==> src/rtl/irrigation_display_pkg.sv <==
// Shared constants for the irrigation-mode LED matrix: mode indices, row width
// and the half-column image table (Y-axis symmetric, bit0 = top row).
package irrigation_display_pkg;

    localparam int ROW_W = 7;

    localparam int MODE_SPRINKLER = 0;
    localparam int MODE_DRIPPER   = 1;
    localparam int MODE_OFF       = 2;
    localparam int MODE_FAULT     = 3;

    typedef logic [ROW_W-1:0] row_t;

    localparam row_t SPRINKLER_H0 = 7'h7F;
    localparam row_t SPRINKLER_H1 = 7'h61;
    localparam row_t SPRINKLER_H2 = 7'h46;
    localparam row_t DRIPPER_H0   = 7'h7E;
    localparam row_t DRIPPER_H1   = 7'h7C;
    localparam row_t DRIPPER_H2   = 7'h30;
    localparam row_t OFF_H0       = 7'h00;
    localparam row_t OFF_H1       = 7'h00;
    localparam row_t OFF_H2       = 7'h00;
    localparam row_t FAULT_H0     = 7'h08;
    localparam row_t FAULT_H1     = 7'h36;
    localparam row_t FAULT_H2     = 7'h41;

    // Unknown modes and half-columns beyond h2 read as a dark column.
    function automatic row_t image_lookup(input int mode, input int half_col);
        row_t h0;
        row_t h1;
        row_t h2;
        row_t pat;
        case (mode)
            MODE_SPRINKLER: begin h0 = SPRINKLER_H0; h1 = SPRINKLER_H1; h2 = SPRINKLER_H2; end
            MODE_DRIPPER:   begin h0 = DRIPPER_H0;   h1 = DRIPPER_H1;   h2 = DRIPPER_H2;   end
            MODE_OFF:       begin h0 = OFF_H0;       h1 = OFF_H1;       h2 = OFF_H2;       end
            MODE_FAULT:     begin h0 = FAULT_H0;     h1 = FAULT_H1;     h2 = FAULT_H2;     end
            default:        begin h0 = '0;           h1 = '0;           h2 = '0;           end
        endcase
        case (half_col)
            0:       pat = h0;
            1:       pat = h1;
            2:       pat = h2;
            default: pat = '0;
        endcase
        return pat;
    endfunction

endpackage

==> src/rtl/irrigation_matrix_scanner_if.sv <==
// Control and pin-side bundle between the irrigation control FSM (master)
// and the matrix scanner (slave).
interface irrigation_matrix_scanner_if #(
    parameter int NUM_COLS = 5,
    parameter int NUM_ROWS = 7,
    parameter int MODE_W   = 2
);

    logic                enable;
    logic [MODE_W-1:0]   mode_sel;
    logic                mode_load;
    logic                blink_en;
    logic [NUM_COLS-1:0] col_sel_n;
    logic [NUM_ROWS-1:0] row_data;
    logic [MODE_W-1:0]   active_mode;
    logic                frame_start;
    logic                mode_err;

    modport master (
        output enable, mode_sel, mode_load, blink_en,
        input  col_sel_n, row_data, active_mode, frame_start, mode_err
    );

    modport slave (
        input  enable, mode_sel, mode_load, blink_en,
        output col_sel_n, row_data, active_mode, frame_start, mode_err
    );

endinterface

==> src/rtl/irrigation_matrix_scanner_image_rom.sv <==
// Combinational half-column image ROM; widens or trims the stored row pattern
// to the physical row count.
module irrigation_image_rom
    import irrigation_display_pkg::*;
#(
    parameter int NUM_ROWS = ROW_W,
    parameter int MODE_W   = 2,
    parameter int HALF_W   = 2
) (
    input  logic [MODE_W-1:0]   mode,
    input  logic [HALF_W-1:0]   half_col,
    output logic [NUM_ROWS-1:0] row_bits
);

    always_comb begin
        row_bits = NUM_ROWS'(image_lookup(int'(mode), int'(half_col)));
    end

endmodule

==> src/rtl/irrigation_matrix_scanner.sv <==
// Time-multiplexed LED-matrix scanner: one column lit at a time, tear-free mode
// switching at frame boundaries, blink overlay and break-before-make column gaps.
module irrigation_matrix_scanner
    import irrigation_display_pkg::*;
#(
    parameter int NUM_COLS     = 5,
    parameter int NUM_ROWS     = 7,
    parameter int NUM_MODES    = 4,
    parameter int SCAN_DIV     = 1000,
    parameter int BLINK_FRAMES = 50
) (
    input logic                       clk,
    input logic                       rst_n,
    irrigation_matrix_scanner_if.slave bus
);

    localparam int MODE_W = (NUM_MODES > 1) ? $clog2(NUM_MODES) : 1;
    localparam int COL_W  = (NUM_COLS > 1) ? $clog2(NUM_COLS) : 1;
    localparam int CENTER = (NUM_COLS - 1) / 2;
    localparam int HALF_W = (CENTER > 0) ? $clog2(CENTER + 1) : 1;
    localparam int PRE_W  = (SCAN_DIV > 1) ? $clog2(SCAN_DIV) : 1;
    localparam int FRM_W  = (BLINK_FRAMES > 1) ? $clog2(BLINK_FRAMES) : 1;

    logic [PRE_W-1:0]    prescaler;
    logic [COL_W-1:0]    col_idx;
    logic [FRM_W-1:0]    frame_cnt;
    logic                blank;
    logic [MODE_W-1:0]   pending;
    logic [MODE_W-1:0]   active_mode;
    logic                mode_err;

    logic                tick;
    logic                frame_end;
    logic                blink_wrap;
    logic                mode_valid;
    logic [COL_W-1:0]    col_dist;
    logic [HALF_W-1:0]   half_col;
    logic [NUM_ROWS-1:0] rom_rows;

    logic [NUM_COLS-1:0] col_sel_n_p1;
    logic [NUM_ROWS-1:0] row_data_p1;
    logic                frame_start_p1;

    assign tick       = bus.enable && (prescaler == PRE_W'(SCAN_DIV - 1));
    assign frame_end  = tick && (col_idx == COL_W'(NUM_COLS - 1));
    assign blink_wrap = (frame_cnt == FRM_W'(BLINK_FRAMES - 1));
    assign mode_valid = int'(bus.mode_sel) < NUM_MODES;

    // Mirror image: distance from the centre column selects the stored half-column.
    assign col_dist = (col_idx >= COL_W'(CENTER)) ? (col_idx - COL_W'(CENTER))
                                                  : (COL_W'(CENTER) - col_idx);
    assign half_col = HALF_W'(col_dist);

    irrigation_image_rom #(
        .NUM_ROWS (NUM_ROWS),
        .MODE_W   (MODE_W),
        .HALF_W   (HALF_W)
    ) u_image_rom (
        .mode     (active_mode),
        .half_col (half_col),
        .row_bits (rom_rows)
    );

    always_ff @(posedge clk or negedge rst_n) begin
        if (!rst_n) begin
            prescaler <= '0;
            col_idx   <= '0;
            frame_cnt <= '0;
        end else if (!bus.enable) begin
            prescaler <= '0;
            col_idx   <= '0;
            frame_cnt <= '0;
        end else if (tick) begin
            prescaler <= '0;
            col_idx   <= frame_end ? '0 : col_idx + 1'b1;
            if (frame_end) begin
                frame_cnt <= blink_wrap ? '0 : frame_cnt + 1'b1;
            end
        end else begin
            prescaler <= prescaler + 1'b1;
        end
    end

    always_ff @(posedge clk or negedge rst_n) begin
        if (!rst_n) begin
            blank <= 1'b0;
        end else if (!bus.blink_en) begin
            blank <= 1'b0;
        end else if (frame_end && blink_wrap) begin
            blank <= ~blank;
        end
    end

    // A load coinciding with a frame end lands in pending only; active takes the old value.
    always_ff @(posedge clk or negedge rst_n) begin
        if (!rst_n) begin
            pending     <= '0;
            active_mode <= '0;
            mode_err    <= 1'b0;
        end else begin
            if (frame_end) begin
                active_mode <= pending;
            end
            if (bus.mode_load) begin
                if (mode_valid) begin
                    pending <= bus.mode_sel;
                end else begin
                    mode_err <= 1'b1;
                end
            end
        end
    end

    // ---- output stage p1: dark on the cycle after each tick and while disabled
    always_ff @(posedge clk or negedge rst_n) begin
        if (!rst_n) begin
            col_sel_n_p1   <= '1;
            row_data_p1    <= '0;
            frame_start_p1 <= 1'b0;
        end else if (!bus.enable || tick) begin
            col_sel_n_p1   <= '1;
            row_data_p1    <= '0;
            frame_start_p1 <= 1'b0;
        end else begin
            col_sel_n_p1   <= ~(NUM_COLS'(1) << col_idx);
            row_data_p1    <= (blank && bus.blink_en) ? '0 : rom_rows;
            frame_start_p1 <= (col_idx == '0) && (prescaler == '0);
        end
    end

    assign bus.col_sel_n   = col_sel_n_p1;
    assign bus.row_data    = row_data_p1;
    assign bus.frame_start = frame_start_p1;
    assign bus.active_mode = active_mode;
    assign bus.mode_err    = mode_err;

endmodule
==> src/flat_wrapper.sv <==
// flat-port wrapper written by rule: the top's interface ports become plain ports
module irrigation_matrix_scanner_flat import irrigation_display_pkg::*;
#(
    parameter int NUM_COLS     = 5,
    parameter int NUM_ROWS     = 7,
    parameter int NUM_MODES    = 4,
    parameter int SCAN_DIV     = 1000,
    parameter int BLINK_FRAMES = 50
)
  (clk, rst_n, bus_enable, bus_mode_sel, bus_mode_load, bus_blink_en, bus_col_sel_n, bus_row_data, bus_active_mode, bus_frame_start, bus_mode_err);
  irrigation_matrix_scanner_if #(.NUM_COLS(NUM_COLS), .NUM_ROWS(NUM_ROWS)) bus_i ();
  input logic clk;
  input logic rst_n;
  input wire logic [$bits(bus_i.enable)-1:0] bus_enable;
  input wire logic [$bits(bus_i.mode_sel)-1:0] bus_mode_sel;
  input wire logic [$bits(bus_i.mode_load)-1:0] bus_mode_load;
  input wire logic [$bits(bus_i.blink_en)-1:0] bus_blink_en;
  output wire logic [$bits(bus_i.col_sel_n)-1:0] bus_col_sel_n;
  output wire logic [$bits(bus_i.row_data)-1:0] bus_row_data;
  output wire logic [$bits(bus_i.active_mode)-1:0] bus_active_mode;
  output wire logic [$bits(bus_i.frame_start)-1:0] bus_frame_start;
  output wire logic [$bits(bus_i.mode_err)-1:0] bus_mode_err;
  assign bus_i.enable = bus_enable;
  assign bus_i.mode_sel = bus_mode_sel;
  assign bus_i.mode_load = bus_mode_load;
  assign bus_i.blink_en = bus_blink_en;
  assign bus_col_sel_n = bus_i.col_sel_n;
  assign bus_row_data = bus_i.row_data;
  assign bus_active_mode = bus_i.active_mode;
  assign bus_frame_start = bus_i.frame_start;
  assign bus_mode_err = bus_i.mode_err;
  irrigation_matrix_scanner #(.NUM_COLS(NUM_COLS), .NUM_ROWS(NUM_ROWS), .NUM_MODES(NUM_MODES), .SCAN_DIV(SCAN_DIV), .BLINK_FRAMES(BLINK_FRAMES)) u_core (.clk(clk), .rst_n(rst_n), .bus(bus_i));
endmodule
==> config.mk <==
export PLATFORM = sky130hd
export DESIGN_NAME = irrigation_matrix_scanner_flat
export DESIGN_NICKNAME = d
export VERILOG_FILES = /design/src/rtl/irrigation_display_pkg.sv /design/src/rtl/irrigation_matrix_scanner_if.sv /design/src/rtl/irrigation_matrix_scanner_image_rom.sv /design/src/rtl/irrigation_matrix_scanner.sv /design/src/flat_wrapper.sv
export SDC_FILE = /design/constraint.sdc
export NUM_CORES = 1
export LEC_CHECK = 0
export CAP_MARGIN = 20
export CORE_ASPECT_RATIO = 0.75
export CORE_MARGIN = 1
export CORE_UTILIZATION = 30
export DETAILED_ROUTE_END_ITERATION = 10
export DONT_BUFFER_PORTS = 1
export PLACE_DENSITY = 0.52
export SLEW_MARGIN = 20
export SYNTH_ARGS = -nofsm -noshare
export SYNTH_HDL_FRONTEND = slang
export SYNTH_HIERARCHICAL = 1
export SYNTH_SLANG_ARGS = --single-unit
export TNS_END_PERCENT = 10
==> constraint.sdc <==
create_clock -name clk -period 2.5 [get_ports clk]
set_clock_uncertainty 0.1 [all_clocks]
set_input_delay 0.625 -clock clk [delete_from_list [all_inputs] [get_ports clk]]
set_output_delay 0.625 -clock clk [all_outputs]
set_load 0.03 [all_outputs]
==> summary.txt, run 1 <==
Outcome = finished with violations
Failing checks = DRC
Worst-path fanout max = 14
Sw Share = 22.1%
NetSw = 0.250 mW
Placed Cells incl. Taps = 271
Clock Latency Late Sink = 0.28 ns
Req. time, crit path = 2.59 ns
Seq/Total Area, Yosys = 47.8%
Routability cong. = 0.753
Max-Cap Viols = 0
Most frequent cells in the layout = dfrtp_1 (32), nand2_1 (17), ha_1 (15), inv_1 (13), nor2_1 (12)
Comb pwr share = 4.1%
Vias/cell = 4.81
Area grow syn2layout = 11.4%
Final critical-path required period = 2.19 ns
Clock tree buffer depth = 2
Cell area after layout = 0.00217 mm2
First-pass GRT wire length = 6170 um
Place WS = 0.329 ns
TritonCTS clock tree = done
RSZ-0062 raised after global routing = false
Synthesized instance count = 190
Pins Over Slew Limit = 0
Largest area contributor in the netlist = dfrtp_1
Final worst slack = 0.309 ns
F_max = 457 MHz
Leak Pwr = 0.926 nW
Starting density of the core = 31.0%
Vias in the first global route = 1306
Placed inst area = 0.00205 mm2
Share of cells above drive strength 1 = 15.6%
Synth Register Bits = 37
IO Count = 23
H-tree levels = 2
YS warnings = 6
Detailed Route WL = 3530 um
DR vias = 1348
Pwr Total = 1.13 mW
Post-synth top area share = 41.1%
Largest net degree at the start of global routing = 33
FP Rows = 25
Commonest non-fill, non-tap cell in the layout = dfrtp_1
DR pass1 iterations = 7
Die W = 95.1 um
Arr. time, crit path = 2.28 ns
Area occupied by multi-input gates = 925 um2
Die height = 71.8 um
Final setup fails = 0
Hold Path Class = input pin to asynchronous set/reset pin
Critical path launch point type = register
FILL cells = 622
Int Pwr = 0.879 mW
I/O Buffers = 0
GRT Total Usage = 11.7%
Clock-pin slew on the worst setup and hold paths = 0.07 ns
Post-route DRC violation count = 1
Pwr Density = 520 mW/mm2
Resize count post-CTS = 0
Core area = 0.00629 mm2
Crit end category = register
CTS Root Cell = clkbuf_8
Net Count, Synth = 212
Antenna Violating Nets Remaining = 0
Number of synthesized flops with an enable pin = 0
Fin crit share = 87.6%
Setup TNS = 0 ns
Post-Layout Cell Count = 280
Dominant synthesized flop cell = dfrtp_1
N_diodes = 0
HPWL after DPL = 2480 um
Fin nets = 220
Sink Count = 37
Grt total ovfl = 0
Synth cell types = 47
DR WL/cell = 12.6 um
DRT iter0 DRCs = 79
Final Hold Viols = 0
Total die area = 0.00682 mm2
Clock power frac = 40.0%
Critical setup path kind = register to register
Initial antenna violation count = 0
Synthesized area = 0.00195 mm2
Seq pwr share = 55.8%
Area contributors post-synth = dfrtp_1 (41%), ha_1 (9.6%), dfstp_2 (6.7%)
Maximum vdd drop = 0.000196 V
Syn Area/Cell = 10.3 um2
Num CTS Buffers = 5
Sequential cell area = 932 um2
Async set-reset flop share out of synthesis = 100%
-- sequential cells by signal (all words and copies together) (netlist names) --
signal / cells
u_core/blank: 1
u_core/bus.active_mode: 2
u_core/bus.col_sel_n: 5
u_core/bus.frame_start: 1
u_core/bus.row_data: 7
u_core/col_idx: 3
u_core/frame_cnt: 6
u_core/pending: 2
u_core/prescaler: 10
-- Yosys cell counts (2+ instances only) --
| master | n |
|---|---|
| inv_1 | 13 |
| a22o_1 | 2 |
| nor3_1 | 4 |
| dfrtp_1 | 32 |
| and3_1 | 7 |
| ha_1 | 15 |
| a31oi_1 | 2 |
| mux2_2 | 4 |
| nand2_1 | 17 |
| or3_1 | 9 |
| o21ai_0 | 7 |
| xnor2_1 | 4 |
| a21oi_1 | 11 |
| and2_1 | 2 |
| nand4_1 | 2 |
| mux2i_1 | 2 |
| dfstp_2 | 5 |
| nor2_1 | 12 |
| buf_6 | 2 |
| xor2_1 | 3 |
| nand3_1 | 9 |
-- kinds of logic (layout without fill, tap and decap cells) --
family	after synthesis	count (layout)	synth area share (%)
buffers and inverters	19	28	4.69
xor gates and xnor gates	7	7	3.15
and+or+nand+nor	75	75	21.7
AOI/OAI and AO/OA	30	30	9.44
adders and majority gates	15	15	9.63
other	1	1	0.192
muxes	6	6	3.34
DFF	37	37	47.8
-- metal layers --
metal,track usage (%),vias up,part of all wire (%)
met5,0,-,0
met4,4.04,0,0.42
met3,2.87,2,2.1
li1,-,678,-
met1,16.7,644,52
met2,17.1,24,45
-- path summary, 6_finish.rpt --
kind	start	endpoint	slack [ns]	cells past startpoint
setup reg to reg	u_core/prescaler[0]	u_core/frame_cnt[4]	0.31	5
hold reg to reg	u_core/prescaler[0]	u_core/prescaler[0]	0.39	1
min in group clk	bus_enable	u_core/frame_cnt[5]	0.38	2
max in group asynchronous	rst_n	u_core/bus.row_data[5]	2.07	1
hold / removal	rst_n	u_core/prescaler[5]	0.07	1
setup / recovery	u_core/prescaler[0]	u_core/frame_cnt[4]	0.31	5
-- layout make-up --
| class | count | share of cell area, % |
|---|---|---|
| clock inverters | 1 | 0.231 |
| well taps | 81 | 4.67 |
| repair buffers | 6 | 2.65 |
| flip-flops and latches | 37 | 43.0 |
| clock buffers | 7 | 4.44 |
| inverters | 14 | 2.42 |
| multi-input cells | 134 | 42.6 |
-- worst max-delay path, stage by stage (launching register included) --
cell       delay (ns)
dfrtp_1          0.39
ha_1             0.28
nand4bb_2        0.14
or4_4            0.59
or4_1            0.50
o21ai_0          0.10
-- through the flow --
step	utilization, %	hold slack (ns)
finish	34.5	0.0661
global route	34.5	0.0634
CTS	34.5	0.0662
detailed placement	32.6	0.230
global placement	32.6	0.230
floorplan	-	0.229
-- timing repair --
item	in CTS	in global routing
endpoints found under the hold margin	32	0
buffers inserted	0	0
hold buffers	1	0
-- power groups by stage --
stage / Combinational [mW] / Sequential (mW) / Clock (mW)
2_1_floorplan: 0.0263 / 0.639 / 0
3_3_place_gp: 0.0353 / 0.641 / 0
3_5_place_dp: 0.0342 / 0.641 / 0
4_1_cts: 0.0485 / 0.630 / 0.467
5_1_grt: 0.0539 / 0.631 / 0.490
6_report: 0.0468 / 0.630 / 0.452
Power figures use the tool's default switching activity.
==> run 2, diff against run 1 <==
--- a/config.mk
+++ b/config.mk
@@ -11,6 +11,7 @@
 export CORE_UTILIZATION = 30
 export DETAILED_ROUTE_END_ITERATION = 10
 export DONT_BUFFER_PORTS = 1
+export MAX_ROUTING_LAYER = met4
 export PLACE_DENSITY = 0.52
 export SLEW_MARGIN = 20
 export SYNTH_ARGS = -nofsm -noshare
==> run 2 against run 1 <==
Effect of this change:
- the run still ends with DRC left
- worst hold slack worse by 0.0024 ns
- count of clock-buffer cells in the layout unchanged
- worst setup slack better by 0.0057 ns
- sequential power about the same
- flip-flop and latch count unchanged
- routed wire length about the same
- cell area unchanged
- via count up 0.15%
- clock power about the same
- non-clock buffer count unchanged
- critical path depth unchanged
- register-to-register slack about the same
- highest routed layer unchanged
==> summary.txt, run 2 (same netlist as run 1, synthesis figures left out) <==
Largest register by flop count = u_core/prescaler
Max incr delay on CP = 0.59 ns (about the same)
Starting density of the core = 31.0% (unchanged)
Post-CTS setup buffer count = 0 (unchanged)
Leak Pwr = 0.926 nW (unchanged)
FP Rows = 25 (unchanged)
Buffers and inverters on the worst path = 0 (unchanged)
CP max stage cell = or4_4
Int Pwr = 0.879 mW (about the same)
CTS Root Cell = clkbuf_8
Outcome = finished with violations
Core area = 0.00629 mm2 (unchanged)
Largest net degree at the start of global routing = 33 (unchanged)
Place WS = 0.329 ns (unchanged)
DR WL/cell = 12.6 um (about the same)
Num CTS Buffers = 5 (unchanged)
Initial antenna violation count = 0 (unchanged)
I/O Buffers = 0 (unchanged)
Hold_buf cts = 1 (unchanged)
Critical path launch point type = register
Hold Path Class = input pin to asynchronous set/reset pin
Clock tree buffer depth = 2 (unchanged)
Clock Latency Late Sink = 0.28 ns (about the same)
Req. time, crit path = 2.60 ns (about the same)
Final Hold Viols = 0 (unchanged)
Post-route DRC violation count = 1 (unchanged)
Setup TNS = 0 ns (unchanged)
Commonest non-fill, non-tap cell in the layout = dfrtp_1
Pwr Density = 521 mW/mm2 (about the same)
Fin nets = 220 (unchanged)
Vias/cell = 4.82 (+0.15%)
DRT iter0 DRCs = 76 (-3.8%)
Detailed Route WL = 3530 um (about the same)
DR pass1 iterations = 7 (unchanged)
Clock power frac = 40.1% (about the same)
Total die area = 0.00682 mm2 (unchanged)
TritonCTS clock tree = done
Routability cong. = 0.762 (+1.3%)
Critical setup path kind = register to register
Pins Over Slew Limit = 0 (unchanged)
Antenna Violating Nets Remaining = 0 (unchanged)
Max-Cap Viols = 0 (unchanged)
IO Count = 23 (unchanged)
NetSw = 0.251 mW (+0.37%)
DR vias = 1350 (+0.15%)
Fin crit share = 87.4% (-0.23 points)
Worst-path fanout max = 14 (unchanged)
Sw Share = 22.2% (+0.065 points)
Crit path cell chain = ha_1 > nand4bb_2 > or4_4 > or4_1 > o21ai_0
GRT Total Usage = 12.0% (+0.36 points)
F_max = 458 MHz (+0.26%)
Vias in the first global route = 1306 (unchanged)
Failing checks = DRC
Resize count post-CTS = 0 (unchanged)
Sink Count = 37 (unchanged)
Largest delay share family, worst path = simple AND/OR/NAND/NOR gates
Sequential cell area = 932 um2 (unchanged)
Clock-pin slew on the worst setup and hold paths = 0.07 ns (about the same)
Final critical-path required period = 2.18 ns (-0.00567 ns)
Number of flip-flops under the largest register name = 10 (unchanged)
H-tree levels = 2 (unchanged)
FILL cells = 622 (unchanged)
Area occupied by multi-input gates = 925 um2 (unchanged)
Crit end category = register
HPWL after DPL = 2480 um (unchanged)
RSZ-0062 raised after global routing = false
Area grow syn2layout = 11.4% (unchanged)
First-pass GRT wire length = 6180 um (+0.11%)
Final worst slack = 0.315 ns (+0.00567 ns)
Die W = 95.1 um (unchanged)
Most frequent cells in the layout = dfrtp_1 (32), nand2_1 (17), ha_1 (15), inv_1 (13), nor2_1 (12)
Grt total ovfl = 0 (unchanged)
Share of cells above drive strength 1 = 15.6% (unchanged)
Arr. time, crit path = 2.28 ns (about the same)
N_diodes = 0 (unchanged)
Maximum vdd drop = 0.000196 V (about the same)
Die height = 71.8 um (unchanged)
Seq pwr share = 55.8% (about the same)
Comb pwr share = 4.1% (about the same)
Final setup fails = 0 (unchanged)
## run 2: final cells by class
class	instances	area share (%)
Sequential cell	37	43.0
Timing Repair Buffer	6	2.65
Multi-Input combinational cell	134	42.6
Clock inverter	1	0.231
Tap cell	81	4.67
Inverter	14	2.42
Clock buffer	7	4.44
## run 2: metal layers
metal	part of all wire (%)	up-vias	global-route usage, %
met5	0	-	-
met4	0.40	0	4.04
met3	2.1	2	2.87
met2	44	25	17.1
met1	53	645	16.7
li1	-	678	-
## run 2: final timing paths
check                                         start                      to  slack (ns)  depth (start not counted)
worst min register to register  u_core/prescaler[0]     u_core/prescaler[0]        0.38                          1
min in group clk                       bus_blink_en            u_core/blank        0.38                          1
max in group asynchronous                     rst_n  u_core/bus.row_data[5]        2.07                          1
worst min-delay path                          rst_n     u_core/frame_cnt[2]        0.06                          1
worst max-delay path            u_core/prescaler[0]     u_core/frame_cnt[4]        0.32                          5
worst max register to register  u_core/prescaler[0]     u_core/frame_cnt[4]        0.32                          5
## run 2: worst register-to-register path: cells and delay by family (launching register included)
kind            cells  cell delay [ns]
compound gates      1             0.11
simple gates        3             1.23
flops               1             0.38
fa+ha+maj           1             0.28
## run 2: power by group through the flow
stage               sequential [mW]  combinational [mW]  clock (mW)
CTS                           0.630              0.0485       0.467
floorplan                     0.639              0.0263           0
detailed placement            0.641              0.0342           0
global placement              0.641              0.0353           0
global route                  0.631              0.0539       0.490
finish                        0.630              0.0467       0.453
## run 2: stage by stage
stage / power [mW] / instance area (um2) / hold slack (ns) / instances / util (%)
6_report: 1.13 / 2170 / 0.0637 / 280 / 34.5
3_3_place_gp: 0.677 / 2050 / 0.230 / 271 / 32.6
5_1_grt: 1.17 / 2170 / 0.0634 / 280 / 34.5
2_1_floorplan: 0.666 / 1950 / 0.229 / 190 / -
3_5_place_dp: 0.675 / 2050 / 0.230 / 271 / 32.6
4_1_cts: 1.15 / 2170 / 0.0662 / 280 / 34.5
